==> config.mk <==
export PLATFORM = sky130hd
export DESIGN_NAME = demux_16w_1_to_2
export DESIGN_NICKNAME = d
export VERILOG_FILES = /design/src/rtl/demux_16w_1_to_2.sv
export SDC_FILE = /design/constraint.sdc
export NUM_CORES = 1
export LEC_CHECK = 0
export ABC_AREA = 1
export CAP_MARGIN = 20
export CORE_MARGIN = 10
export CORE_UTILIZATION = 35
export CTS_CLUSTER_SIZE = 24
export DETAILED_ROUTE_END_ITERATION = 12
export GPL_ROUTABILITY_DRIVEN = 0
export PLACE_DENSITY = 0.56
export SLEW_MARGIN = 20
export SYNTH_ARGS = -nofsm -noshare
export SYNTH_HDL_FRONTEND = slang
export SYNTH_SLANG_ARGS = --single-unit
==> constraint.sdc <==
create_clock -name Clock -period 3.3 [get_ports Clock]
set_clock_uncertainty 0.1 [all_clocks]
set_input_delay 0.66 -clock Clock [delete_from_list [all_inputs] [get_ports Clock]]
set_output_delay 0.66 -clock Clock [all_outputs]
set_load 0.1 [all_outputs]
==> src/rtl/demux_16w_1_to_2.sv <==
// -----------------------------------------------------------------------------
// demux_16w_1_to_2
//
// Buffered 1-to-2 demultiplexer. It takes words from one producer over a
// valid/ready handshake and steers each word to channel X (S=1) or channel Y
// (S=0). This matches the select polarity of the 16-bit 2-to-1 datapath mux.
//
// Each channel has its own 2-entry FIFO. A consumer that stalls only blocks
// words selected to its own channel. Traffic for the other channel keeps
// flowing.
//
// An accepted word shows up on its channel one cycle later. There is no
// combinational path from D to X or Y.
//
// Ports
//   Clock     in   rising-edge clock
//   Resetn    in   asynchronous active-low reset
//   D         in   [W-1:0] input word
//   S         in   route select sampled with D (1 -> X, 0 -> Y)
//   In_valid  in   D/S valid
//   In_ready  out  block can accept D this cycle (depends on S and state only)
//   X         out  [W-1:0] channel X head word
//   X_valid   out  X holds a valid word
//   X_ready   in   X consumer accepts
//   Y         out  [W-1:0] channel Y head word
//   Y_valid   out  Y holds a valid word
//   Y_ready   in   Y consumer accepts
//
// Optional feature, enabled by defining the macro DEMUX_COUNT_EN:
//   Cnt_X     out  [15:0] saturating count of words popped on X
//   Cnt_Y     out  [15:0] saturating count of words popped on Y
//   Cnt_clr   in   synchronous clear of both counters (wins over increment)
// -----------------------------------------------------------------------------
module demux_16w_1_to_2 #(
  parameter int W = 16
) (
  input  logic         Clock,
  input  logic         Resetn,
  input  logic [W-1:0] D,
  input  logic         S,
  input  logic         In_valid,
  output logic         In_ready,
  output logic [W-1:0] X,
  output logic         X_valid,
  input  logic         X_ready,
  output logic [W-1:0] Y,
  output logic         Y_valid,
  input  logic         Y_ready
`ifdef DEMUX_COUNT_EN
  ,
  output logic [15:0]  Cnt_X,
  output logic [15:0]  Cnt_Y,
  input  logic         Cnt_clr
`endif
);

  typedef enum logic [1:0] {
    ST_EMPTY = 2'd0,
    ST_ONE   = 2'd1,
    ST_TWO   = 2'd2
  } fifo_state_e;

  // Index 0 is channel X and index 1 is channel Y in every per-channel vector.
  localparam int CH_X = 0;
  localparam int CH_Y = 1;

  logic         ready_en_q;
  logic         accept;
  logic [1:0]   push;
  logic [1:0]   pop;
  logic [1:0]   full;
  logic [1:0]   valid;
  logic [1:0]   ch_ready;
  logic [W-1:0] head [2];

  assign ch_ready = {Y_ready, X_ready};

  // ready_en_q holds In_ready low while Resetn is asserted. It lets In_ready
  // rise only after the first clock edge once reset has been released.
  always_ff @(posedge Clock or negedge Resetn) begin
    if (!Resetn) begin
      ready_en_q <= 1'b0;
    end else begin
      ready_en_q <= 1'b1;
    end
  end

  // In_ready looks only at the selected channel's registered fullness. A full
  // channel blocks only the words addressed to it. X_ready and Y_ready are
  // deliberately left out, so there is no combinational path from a consumer
  // back to the producer.
  assign In_ready  = ready_en_q & (S ? ~full[CH_X] : ~full[CH_Y]);
  assign accept    = In_valid & In_ready;
  assign push[CH_X] = accept &  S;
  assign push[CH_Y] = accept & ~S;

  // ---------------------------------------------------------------------------
  // Per-channel 2-entry FIFO. Occupancy is tracked by a three-state FSM.
  // The two storage entries are addressed by 1-bit pointers that wrap
  // naturally.
  // ---------------------------------------------------------------------------
  for (genvar gi = 0; gi < 2; gi++) begin : g_ch
    fifo_state_e  state_q, state_d;
    logic         wr_ptr_q, wr_ptr_d;
    logic         rd_ptr_q, rd_ptr_d;
    logic [W-1:0] mem_q [2];

    assign valid[gi] = (state_q != ST_EMPTY);
    assign full[gi]  = (state_q == ST_TWO);
    assign pop[gi]   = valid[gi] & ch_ready[gi];
    assign head[gi]  = mem_q[rd_ptr_q];

    always_comb begin
      state_d  = state_q;
      wr_ptr_d = wr_ptr_q ^ push[gi];
      rd_ptr_d = rd_ptr_q ^ pop[gi];
      case (state_q)
        ST_EMPTY: begin
          // Nothing can be popped from an empty channel.
          if (push[gi]) begin
            state_d = ST_ONE;
          end
        end
        ST_ONE: begin
          if (push[gi] && !pop[gi]) begin
            state_d = ST_TWO;
          end else if (pop[gi] && !push[gi]) begin
            state_d = ST_EMPTY;
          end
        end
        ST_TWO: begin
          // In_ready keeps push low here, so only a pop can change state.
          if (pop[gi]) begin
            state_d = ST_ONE;
          end
        end
        default: begin
          state_d  = ST_EMPTY;
          wr_ptr_d = 1'b0;
          rd_ptr_d = 1'b0;
        end
      endcase
    end

    always_ff @(posedge Clock or negedge Resetn) begin
      if (!Resetn) begin
        state_q  <= ST_EMPTY;
        wr_ptr_q <= 1'b0;
        rd_ptr_q <= 1'b0;
      end else begin
        state_q  <= state_d;
        wr_ptr_q <= wr_ptr_d;
        rd_ptr_q <= rd_ptr_d;
      end
    end

    // Storage entries are cleared on reset so that X and Y read as zero while
    // the block is held in reset.
    for (genvar gj = 0; gj < 2; gj++) begin : g_entry
      always_ff @(posedge Clock or negedge Resetn) begin
        if (!Resetn) begin
          mem_q[gj] <= '0;
        end else if (push[gi] && (wr_ptr_q == 1'(gj))) begin
          mem_q[gj] <= D;
        end
      end
    end
  end

  assign X       = head[CH_X];
  assign X_valid = valid[CH_X];
  assign Y       = head[CH_Y];
  assign Y_valid = valid[CH_Y];

`ifdef DEMUX_COUNT_EN
  // ---------------------------------------------------------------------------
  // Saturating pop counters, one per channel.
  // ---------------------------------------------------------------------------
  for (genvar gi = 0; gi < 2; gi++) begin : g_cnt
    logic [15:0] cnt_q, cnt_d;

    always_comb begin
      cnt_d = cnt_q;
      if (Cnt_clr) begin
        cnt_d = 16'h0000;
      end else if (pop[gi] && (cnt_q != 16'hFFFF)) begin
        cnt_d = cnt_q + 16'd1;
      end
    end

    always_ff @(posedge Clock or negedge Resetn) begin
      if (!Resetn) begin
        cnt_q <= 16'h0000;
      end else begin
        cnt_q <= cnt_d;
      end
    end
  end

  assign Cnt_X = g_cnt[CH_X].cnt_q;
  assign Cnt_Y = g_cnt[CH_Y].cnt_q;
`endif

endmodule
==> results.py <==
metrics = {
    "timing": {
        "rsz0062_at_grt": "false",
        "max_clock_freq_mhz": 403.2,
        "drv_slew": 0,
        "min_period_over_period_pct": 75.16,
        "fin_ws_ns": 0.8196,
        "tns_ns": 0,
        "finalHoldViolations": 0,
        "setup_viol": 0,
        "min_period_ns": 2.480,
    },
    "synthesis": {
        "syn_nets": 363,
        "avgSynthCellArea_um2": 9.652,
        "ys_top_cells_by_area": "dfrtp_1 (56%), mux2_2 (11%), o21ai_0 (9.6%), nand2_1 (8.7%), inv_1 (5.0%)",
        "yosysWarnings": 0,
        "synth_top_area_share_pct": 56.33,
        "synth_cell_type_count": 22,
        "yosysSeqAreaShare_pct": 56.33,
        "netlist_area_um2": 3243,
        "netlist_instances": 336,
        "synth_seq_cells": 73,
        "yosysTopAreaCell": "dfrtp_1",
    },
    "global_routing": {
        "antenna_found_initial": 0,
        "use_met2_pct": 18.02,
        "grt_pass1_wl_mm": 12.06,
        "globalRouteOverflowTotal": 0,
        "met3_usage_pct": 2.928,
        "grtUsageTotal_pct": 11.59,
        "top_usage_layer": "met2",
        "grt_max_degree": 34,
        "met1_usage_pct": 14.85,
        "grt_pass1_vias": 2365,
    },
    "placement": {
        "pre_cts_ws_ns": 0.7028,
        "portBuffers": 56,
        "dp_hpwl_mm": 5.221,
    },
    "setup_path": {
        "crit_family": "flip-flops",
        "worst-path-buf-inv": 2,
        "path_cells": "buf_4 > nand2_1 > o21ai_1 > buf_4",
        "r2r_end": "g_ch[1].mem_q[0]$_DFFE_PN0P_",
        "worstSetupStartpointType": "flop",
        "cp.arrival_ns": 1.72,
        "worstPathMaxFanout": 14,
        "cp-end-kind": "output port",
        "setup.worst_path.start": "g_ch[1].rd_ptr_q$_DFF_PN0_",
        "reg2reg_from": "g_ch[0].state_q[0]$_DFFE_PN0P_",
        "crit_slowest_cell": "dfrtp_1",
        "reg2reg_setup_slack_ns": 1.39,
        "cpMostUsedCell": "buf_4",
        "crit_type": "flop to output port",
        "cp_data_required_time_ns": 2.54,
        "slowest_delay_ns": 0.62,
        "rr_worst_depth": 9,
    },
    "drt": {
        "first_pass_iters": 4,
        "wl_per_cell_um": 14.17,
        "ant_nets": 0,
        "vias": 2389,
        "drc": 0,
        "drt-initial-drc-count": 78,
        "wirelength_mm": 7.243,
        "vias_per_cell": 4.675,
    },
    "die": {
        "rows": 35,
        "die_h_um": 116.3,
        "core_area_um2": 9153,
        "die_area_um2": 13520,
        "start_util_pct": 35.43,
        "io_pins": 57,
        "fp.dieW_um": 116.3,
    },
    "clock_network": {
        "clk_root_buffer_cell": "clkbuf_8",
        "cts_tree": "built",
        "cts.repair.resized": 0,
        "htreeDepth": 3,
        "clock_latency_ns": 0.34,
        "clk_pin_slew_ns": 0.08,
        "clockBufferDepth": 2,
        "postCtsHoldBufs": 0,
        "cts_inserted_buffers": 9,
        "cts_setup_buffers": 0,
        "clock_sinks": 73,
    },
    "worst_hold_path": {
        "hold_class": "primary input to asynchronous set/reset pin",
    },
    "cells_and_area": {
        "finalNetCount": 422,
        "regArea_um2": 1827,
        "n_fill_cell": 890,
        "area_growth_pct": 24.11,
        "drive_gt1_share_pct": 25.00,
        "most-common-layout-cells": "nand2_1 (75), dfrtp_1 (73), o21ai_0 (48), inv_1 (43), buf_4 (43)",
        "num_antenna_cells": 0,
        "final_common_cell": "nand2_1",
        "multi_input_area_um2": 1171,
    },
    "run": {
        "cap_violations": 0,
    },
    "run_status": {
        "status": "finished clean",
    },
}
[routing by layer]
metal | vias up | wire (um)
li1 | 1196 | -
met1 | 1143 | 3347
met2 | 38 | 3516
met3 | 12 | 249
met4 | 0 | 129
met5 | - | 0
[final cells by class]
class | instances | area share [%]
inverter | 45 | 4.196
clock buffer | 9 | 3.077
tap | 111 | 3.450
multi-input combinational | 201 | 29.10
sequential | 73 | 45.38
clock inverter | 7 | 1.181
timing repair buffer | 65 | 13.62
[state kept, by name, indices dropped and copies added (netlist names)]
signal / flops
g_ch.mem_q: 64
g_ch.rd_ptr_q: 2
g_ch.state_q: 4
g_ch.wr_ptr_q: 2
ready_en_q: 1
[logic make-up after synthesis]
| family | share of synthesized area (%) |
|---|---|
| flops | 56.33 |
| mux | 11.11 |
| simple gates | 11.73 |
| other cells | 0.1156 |
| compound gates | 10.96 |
| buf+inv | 7.562 |
| fa+ha+maj | 1.929 |
| xor+xnor | 0.2701 |
[worst max-delay path by stage]
| stage | to | depth (start not counted) |
|---|---|---|
| floorplan | X[10] | 3 |
| global placement | g_ch[1].mem_q[1]$_DFFE_PN0P_ | 8 |
| detailed placement | g_ch[1].mem_q[14]$_DFFE_PN0P_ | 8 |
| CTS | Y[11] | 4 |
| global route | Y[11] | 4 |
| finish | Y[10] | 4 |
[Yosys cell counts]
| master | n |
|---|---|
| nand3_2 | 2 |
| mux2_2 | 31 |
| nor2_2 | 1 |
| nand2_2 | 2 |
| conb_1 | 1 |
| inv_1 | 43 |
| nand2_1 | 75 |
| a21oi_1 | 5 |
| o21ai_0 | 62 |
| clkbuf_1 | 11 |
| nand4_1 | 2 |
| o21ai_1 | 4 |
| mux2_1 | 1 |
| buf_4 | 2 |
| ha_1 | 5 |
| nand3_1 | 5 |
| xor2_1 | 1 |
| nor2_1 | 3 |
| buf_2 | 4 |
| nor2_4 | 1 |
| dfrtp_1 | 73 |
| inv_2 | 2 |
[metrics by stage]
step                      instances  cell area (um^2)  hold slack [ns]  utilization [%]
final                           511              4025           0.1310            43.98
after global routing            511              4025           0.1370            43.98
after CTS                       511              4025           0.1246            43.98
after detailed placement        495              3854           0.3764            42.11
after global placement          495              3854           0.3688            42.11
after floorplan                 336              3243           0.2644                -
Power is not shown: default switching activity piles up to over one toggle a cycle in this logic, so the estimate is an artifact.
